--- src/rtl/sb_cfg_loader_if.sv ---
// rtl/sb_cfg_loader_if.sv - byte-serial configuration handshake between controller and loader
interface sb_cfg_loader_if;
    logic       cfg_valid;
    logic [7:0] cfg_data;
    logic       cfg_abort;
    logic       cfg_ready;

    modport master (
        output cfg_valid,
        output cfg_data,
        output cfg_abort,
        input  cfg_ready
    );

    modport slave (
        input  cfg_valid,
        input  cfg_data,
        input  cfg_abort,
        output cfg_ready
    );
endinterface

--- src/rtl/sb_cfg_loader.sv ---
// rtl/sb_cfg_loader.sv - checksummed frame loader committing atomically onto the switch-box con bus
module sb_cfg_loader #(
    parameter int          CFG_W  = 384,
    parameter logic [7:0]  SYNC   = 8'hA5,
    localparam int         NBYTES = CFG_W / 8
) (
    input  logic              clk,
    input  logic              rst_n,
    sb_cfg_loader_if.slave    cfg,
    output logic              cfg_busy,
    output logic              cfg_done,
    output logic              cfg_err,
    output logic [CFG_W-1:0]  con
);
    localparam int              CNT_W = $clog2(NBYTES);
    localparam logic [CNT_W-1:0] LAST = CNT_W'(NBYTES - 1);

    typedef enum logic [1:0] {
        ST_IDLE   = 2'd0,
        ST_LOAD   = 2'd1,
        ST_CHECK  = 2'd2,
        ST_COMMIT = 2'd3
    } state_t;

    state_t             state_q, state_d;
    logic [CNT_W-1:0]   cnt_q, cnt_d;
    logic [7:0]         xacc_q, xacc_d;
    logic               ok_q, ok_d;
    logic               done_q, done_d;
    logic               err_q, err_d;
    logic [CFG_W-1:0]   con_q, con_d;
    logic [CFG_W-1:0]   shadow_q, shadow_d;
    logic               accept;

    // Ready is a pure state decode, held low while reset is asserted.
    assign cfg.cfg_ready = rst_n && (state_q != ST_COMMIT);
    assign accept        = cfg.cfg_valid && cfg.cfg_ready;
    assign cfg_busy      = (state_q != ST_IDLE);
    assign cfg_done      = done_q;
    assign cfg_err       = err_q;
    assign con           = con_q;

    // Next-state, byte assembly and commit decisions; abort beats a same-cycle byte.
    always_comb begin
        state_d  = state_q;
        cnt_d    = cnt_q;
        xacc_d   = xacc_q;
        ok_d     = ok_q;
        con_d    = con_q;
        shadow_d = shadow_q;
        done_d   = 1'b0;
        err_d    = 1'b0;
        case (state_q)
            ST_IDLE: begin
                if (accept && cfg.cfg_data == SYNC) begin
                    cnt_d   = '0;
                    xacc_d  = '0;
                    state_d = ST_LOAD;
                end
            end
            ST_LOAD: begin
                if (cfg.cfg_abort) begin
                    state_d = ST_IDLE;
                end else if (accept) begin
                    shadow_d[{cnt_q, 3'b000} +: 8] = cfg.cfg_data;
                    xacc_d = xacc_q ^ cfg.cfg_data;
                    if (cnt_q == LAST) begin
                        state_d = ST_CHECK;
                    end else begin
                        cnt_d = cnt_q + 1'b1;
                    end
                end
            end
            ST_CHECK: begin
                if (cfg.cfg_abort) begin
                    state_d = ST_IDLE;
                end else if (accept) begin
                    ok_d    = (cfg.cfg_data == xacc_q);
                    state_d = ST_COMMIT;
                end
            end
            ST_COMMIT: begin
                if (ok_q) begin
                    con_d  = shadow_q;
                    done_d = 1'b1;
                end else begin
                    err_d = 1'b1;
                end
                state_d = ST_IDLE;
            end
            default: state_d = ST_IDLE;
        endcase
    end

    // Control state and the live configuration; reset clears con so all selects go off.
    always_ff @(posedge clk or negedge rst_n) begin
        if (!rst_n) begin
            state_q <= ST_IDLE;
            cnt_q   <= '0;
            xacc_q  <= '0;
            ok_q    <= 1'b0;
            done_q  <= 1'b0;
            err_q   <= 1'b0;
            con_q   <= '0;
        end else begin
            state_q <= state_d;
            cnt_q   <= cnt_d;
            xacc_q  <= xacc_d;
            ok_q    <= ok_d;
            done_q  <= done_d;
            err_q   <= err_d;
            con_q   <= con_d;
        end
    end

    // Shadow is pure data storage; its contents only matter once a frame completes.
    always_ff @(posedge clk) begin
        shadow_q <= shadow_d;
    end
endmodule

--- src/flat_wrapper.sv ---
// flat-port wrapper written by rule: the top's interface ports become plain ports
module sb_cfg_loader_flat 
#(
    parameter int          CFG_W  = 384,
    parameter logic [7:0]  SYNC   = 8'hA5,
    localparam int         NBYTES = CFG_W / 8
)
  (clk, rst_n, cfg_busy, cfg_done, cfg_err, con, cfg_cfg_valid, cfg_cfg_data, cfg_cfg_abort, cfg_cfg_ready);
  sb_cfg_loader_if cfg_i ();
  input  logic clk;
  input  logic rst_n;
  output logic cfg_busy;
  output logic cfg_done;
  output logic cfg_err;
  output logic [CFG_W-1:0] con;
  input wire logic [$bits(cfg_i.cfg_valid)-1:0] cfg_cfg_valid;
  input wire logic [$bits(cfg_i.cfg_data)-1:0] cfg_cfg_data;
  input wire logic [$bits(cfg_i.cfg_abort)-1:0] cfg_cfg_abort;
  output wire logic [$bits(cfg_i.cfg_ready)-1:0] cfg_cfg_ready;
  assign cfg_i.cfg_valid = cfg_cfg_valid;
  assign cfg_i.cfg_data = cfg_cfg_data;
  assign cfg_i.cfg_abort = cfg_cfg_abort;
  assign cfg_cfg_ready = cfg_i.cfg_ready;
  sb_cfg_loader #(.CFG_W(CFG_W), .SYNC(SYNC)) u_core (.clk(clk), .rst_n(rst_n), .cfg(cfg_i), .cfg_busy(cfg_busy), .cfg_done(cfg_done), .cfg_err(cfg_err), .con(con));
endmodule
--- config.mk ---
export PLATFORM = sky130hd
export DESIGN_NAME = sb_cfg_loader_flat
export DESIGN_NICKNAME = d
export VERILOG_FILES = /design/src/rtl/sb_cfg_loader_if.sv /design/src/rtl/sb_cfg_loader.sv /design/src/flat_wrapper.sv
export SDC_FILE = /design/constraint.sdc
export NUM_CORES = 1
export LEC_CHECK = 0
export ABC_AREA = 1
export CORE_MARGIN = 2
export CORE_UTILIZATION = 35
export CTS_CLUSTER_DIAMETER = 100
export DETAILED_ROUTE_END_ITERATION = 8
export GPL_ROUTABILITY_DRIVEN = 0
export GPL_TIMING_DRIVEN = 0
export HOLD_SLACK_MARGIN = 0.08
export PLACE_DENSITY = 0.64
export SYNTH_ARGS = -nofsm -noshare
export SYNTH_HDL_FRONTEND = slang
export SYNTH_SLANG_ARGS = --single-unit
--- constraint.sdc ---
create_clock -name clk -period 5.9 [get_ports clk]
set_input_delay 1.18 -clock clk [delete_from_list [all_inputs] [get_ports clk]]
set_output_delay 1.18 -clock clk [all_outputs]
set_load 0.01 [all_outputs]
# Word-level counts from Yosys, hierarchy flattened
# Index checks and enable logic that the tools add are counted.
dict set report totals {
  inputBits 12
  register_bits 787
}
dict set report classes {
  reduce_logical 12
  n_eq_ne 14
  shift 2
  n_mux 21
  n_bitwise 2
  addsub 2
}
# operator count
set op_table {}
lappend op_table {{$bwmux 384} 1}
lappend op_table {{$shift 8x11->384 const A} 1}
lappend op_table {{$shiftx 8x11->384} 1}
lappend op_table {{$mux 6} 4}
lappend op_table {{$mux 8} 3}
lappend op_table {{$pmux 8 s2} 1}
lappend op_table {{$mux 2} 6}
lappend op_table {{$pmux 6 s2} 1}
lappend op_table {{$neg 9->11} 1}
lappend op_table {{$ne 3x2->1 const B} 3}
lappend op_table {{$eq 8x8->1} 1}
lappend op_table {{$eq 8x8->1 const B} 1}
lappend op_table {{$pmux 2 s4} 1}
lappend op_table {{$reduce_and 4->1} 2}
lappend op_table {{$xor 8x8->8} 1}
lappend op_table {{$add 6x1->6 const B} 1}
lappend op_table {{$eq 6x6->1 const B} 1}
lappend op_table {{$ne 2x2->1 const B} 3}
lappend op_table {{$reduce_and 3->1} 2}
lappend op_table {{$reduce_and 5->1} 1}
lappend op_table {{$eq 2x2->1 const B} 2}
lappend op_table {{$mux 1} 4}
lappend op_table {{$ne 2x1->1 const B} 2}
lappend op_table {{$reduce_bool 2->1} 2}
lappend op_table {{other kinds (5)} 7}

# Depth between registers and ports, before layout
dict set report depth {
  ltp_word 6
  depth_mapped 13
  ltp_nobuf 10
}

# Least setup slack after synthesis
# No wires, ideal clock.
dict set report synth_timing {
  path_type {input to register}
  startpoint {input port rst_n}
  endpoint {register u_core.shadow_q[264], enable pin}
  setup_time_ps 370
  stages 8
  t_required_ps 5530
  slack_ps 3031
  arrival_time_ps 2499
  path_buffers 1
  cell_sequence {and2_1 > nand2_1 > inv_1 > nand2_1 > inv_1 > nand3_1 > buf_2 > nor2_1}
}
dict set report synth_between {
  elab_chain_len 3
}
# item line_no
set synth_rtl {}
lappend synth_rtl {{start: declaration} flat_wrapper.sv:11} ;# input logic rst_n;
lappend synth_rtl {{$logic_and 1x1->1} sb_cfg_loader.sv:36} ;# assign cfg.cfg_ready = rst_n && (state_q != ST_COMMIT);
lappend synth_rtl {{$logic_and 1x1->1} sb_cfg_loader.sv:37} ;# assign accept = cfg.cfg_valid && cfg.cfg_ready;
lappend synth_rtl {{$reduce_and 3->1 (no line)} n/a}
lappend synth_rtl {{end signal: assignment} sb_cfg_loader.sv:118} ;# shadow_q <= shadow_d;
lappend synth_rtl {{end: declaration} sb_cfg_loader.sv:32} ;# logic [CFG_W-1:0] shadow_q, shadow_d;
# No other way between the ends.
# A chain may end at the register's enable or synchronous reset.

# Worst setup path after layout
dict set report layout_timing {
  startpoint {input port rst_n}
  endpoint {register u_core.shadow_q[362], enable pin}
}
# Same word-level chain as after synthesis.

==> key figures <==
Finish
  – Signed area change from the synthesized netlist to the final layout: 27.53%
  – Share of cells above drive strength 1: 5.749%
  – Number of nets at the end of the flow: 3473
  – FILL cells: 7937

Worst hold path
  – Type of the most critical hold path: flop to flop
  – Worst min-delay path endpoint: u_core.cfg_err
  – Hold wc startpoint: u_core.ok_q
  – Hold-critical path depth: 1

Clocking
  – Clock tree from TritonCTS: yes
  – Number of sinks driven by the clock tree: 787
  – Clk Tree Root Cell: sky130_fd_sc_hd__clkbuf_16
  – Later-pin clock latency in the skew report: 650 ps
  – Count of instances resized after the clock tree is built: 0
  – Max clock buf depth: 3
  – Depth of the CTS H-tree: 3
  – Post-CTS setup buffer count: 0
  – Clock slew at reported path FFs: 60 ps
  – Number of hold buffers added after CTS: 0
  – Number of buffers inserted during clock tree synthesis: 85

Floorplan
  – Ports placed on the boundary: 400
  – Width of the chip: 298.4 um
  – Std-Cell Core Area: 0.08555 sq mm
  – Chip height: 298.4 um
  – Die area: 0.08905 sq mm
  – Core Rows: 107
  – Effective utilization at floorplan: 35.46%

Global route
  – Number of global-route vias before repair: 22.41k
  – Grt ovf: 0
  – Global Route Usage Sum: 22.71%
  – Maximum number of pins on one net before global-route repair: 111
  – Global-route wire length before repair: 148.2 mm
  – Initial antenna violation count: 10

Timing
  – Worst slew pin tran: 1493 ps
  – Minimum period implied by the final worst setup slack: 4882 ps
  – Period utilisation layout: 82.75%
  – Fin. Hold Viols: 0
  – Max-slew violation count: 0
  – Setup Total Neg Slack: 0 ps
  – Final Skew: 18.29 ps
  – Final setup violation count: 0
  – Max Clock Freq: 0.2048 GHz
  – Unrepaired setup endpoints after global routing: false
  – Slew headroom: 0.4531%
  – Setup WS post-layout: 1018 ps

Power and ir drop
  – Total power density per cell area: 505.9 mW/mm^2
  – Switching component of the power: 6.742 mW
  – Internal power of the cells: 12.83 mW
  – Portion of total power attributed to the clock network: 27.3%
  – Flop pwr share: 40.9%
  – Peak supply drop: 0.0002848 V
  – Combinational share of power: 31.7%
  – Static leakage power: 15.82 nW
  – Sw frac: 34.45%

Worst setup path
  – Endpoint required time on the critical path: 6170 ps
  – Largest stage delay, worst path: 670 ps
  – Cell class contributing the biggest share of worst-path delay: simple AND/OR/NAND/NOR gates
  – Cell with the biggest individual delay on the critical path: sky130_fd_sc_hd__nor2_1
  – Critical path type: input pin to flop
  – Buffers & Inverters on Critical Path: 5
  – CP endpoint kind: flop
  – Setup slack of the worst register-to-register path: 1800 ps
  – Reg-to-Reg End: u_core.shadow_q[128]
  – Number of cells traversed by the worst register-to-register path: 8
  – Worst path cell trace: buf_8, buf_16, and2_1, nand2_1, inv_1, nand2_1, inv_1, nand3_1, buf_2, nor2_1
  – Largest fanout of any net on the critical path: 102
  – Critical path arrival: 5150 ps
  – Start of the worst register-to-register path: u_core.cnt_q[0]
  – Startpoint types: input pin

Logic synthesis
  – Post-synthesis mux area share: 0%
  – Post-synthesis share of cell area spent on xor and xnor gates: 0.3959%
  – Compound-gate portion of the synthesized area: 0.09073%
  – Asr flop ratio synth: 51.21%
  – Largest cells by area after synthesis: sky130_fd_sc_hd__edfxtp_1, sky130_fd_sc_hd__dfrtp_1, sky130_fd_sc_hd__nand2_1
  – Number of enable flip-flop cells after synthesis: 384
  – Largest family of logic cells by synthesized area: simple AND/OR/NAND/NOR gates
  – Most area-hungry cell type in the Yosys netlist: sky130_fd_sc_hd__edfxtp_1
  – Post-synthesis instance area: 0.03034 sq mm
  – Distinct cell type count after synthesis: 29
  – Dominant register cell in the synthesized netlist: sky130_fd_sc_hd__dfrtp_1
  – Simple-gate share of the synthesized area: 25.06%
  – Most common cell in the netlist: sky130_fd_sc_hd__nand2_1
  – Share of the synthesized area in the top cell type: 38.01%
  – Number of cells produced by synthesis: 2968
  – Sequential element share of the synthesized area: 71.25%
  – Synthesized net count: 2983
  – Avg Cell Area, Syn: 10.22 sq um
  – Number of register bits inferred by synthesis: 787
  – Most instantiated cells after synthesis: sky130_fd_sc_hd__nand2_1, sky130_fd_sc_hd__dfrtp_1, sky130_fd_sc_hd__nor2_1
  – Yosys synthesis warning count: 0
  – Adder-cell area share of the yosys netlist: 0.1237%

Detailed routing
  – Total Routed Length: 102.0 mm
  – Count of unresolved DRC violations after routing: 0
  – Routed via count: 22.86k
  – Length of the first detailed-routing pass in iterations: 5
  – Number of violations reported at the end of detailed-routing iteration 0: 2210
  – Mean number of vias per cell: 4.888
  – Antenna viol nets, final: 0
  – Mean routed wirelength per cell: 21.82 um

Placed design
  – Half-perimeter wire length after placement: 74.21 mm
  – Place WS: 271.6 ps
  – Count of input and output buffers: 399

Flow run
  – Max Cap Violations: 0

Run status
  – Run status: completed
## final cells by class
type                       count  area (sq um)  share of cell area, %
inverter                      67         251.5                 0.6500
clock inverter                41         339.1                 0.8764
timing repair buffer         403          4096                  10.59
multi-input combinational   1944          7791                  20.14
clock buffer                 119          2471                  6.387
tap                         1144          1431                  3.700
buffer                       170         689.4                  1.782
sequential                   787         21620                  55.87
antenna                        2         5.005                0.01294
## per-layer routing
metal  GRT usage [%]  share of wire [%]  vias up
li1                -                  -    10500
met1           30.20                 41    11210
met2           36.59                 47      956
met3           4.646                7.7      185
met4           8.890                3.8       12
met5               0              0.071        -
## through the flow
step | std cells | hold slack, ps | util, % | total power [mW] | area, sq um
after floorplan | 2968 | 402.7 | - | 10.30 | 30340
after global placement | 4511 | 427.8 | 41.80 | 14.21 | 35760
after detailed placement | 4515 | 417.6 | 41.94 | 14.29 | 35880
after CTS | 4675 | 436.3 | 45.22 | 19.65 | 38690
after global routing | 4676 | 447.8 | 45.22 | 20.45 | 38690
final | 4677 | 432.7 | 45.23 | 19.57 | 38690
## cell families after synthesis
kind of cell / Yosys count
xor+xnor: 12
fa+ha+maj: 3
simple gates: 1924
compound gates: 5
buf+inv: 237
flops: 787
## sequential cells by signal (all words and copies together) (netlist names)
signal / cells
u_core.state_q: 2
u_core.ok_q: 1
u_core.cnt_q: 6
u_core.cfg_done: 1
u_core.con: 384
u_core.cfg_err: 1
u_core.xacc_q: 8
u_core.shadow_q: 384
## how the worst max path moves through the flow
stage	startpoint	endpoint	slack (ps)	cells past startpoint
after floorplan	rst_n	u_core.shadow_q[264]	3030	8
after global placement	rst_n	u_core.con[356]	-15020	1
after detailed placement	rst_n	u_core.shadow_q[335]	270	10
after CTS	rst_n	u_core.shadow_q[363]	970	10
after global routing	rst_n	u_core.shadow_q[370]	840	10
final	rst_n	u_core.shadow_q[362]	1020	10
## power groups by stage
stage	logic (mW)	clock network (mW)	registers, mW
2_1_floorplan	2.02	0	8.28
3_3_place_gp	6.12	0	8.09
3_5_place_dp	6.21	0	8.09
4_1_cts	6.24	5.40	8.01
5_1_grt	6.70	5.63	8.12
6_report	6.21	5.35	8.01
## layout by cell type, fill, tap and decap left out, drive strengths merged, types with 2 or more instances in the layout
cell type	Yosys	final
clkinv	1	30
inv	66	73
edfxtp	384	384
clkdlybuf4s50	0	398
xnor2	5	5
dfrtp	403	403
nor2	399	399
ha	3	3
nor3b	2	2
nand2	1275	1275
o21ai	4	4
nor3	82	82
nand4	15	15
diode	0	2
xor2	7	7
nand3	149	149
clkbuf	123	242
buf	47	52
bufinv	0	4
Power figures use the tool's default switching activity.
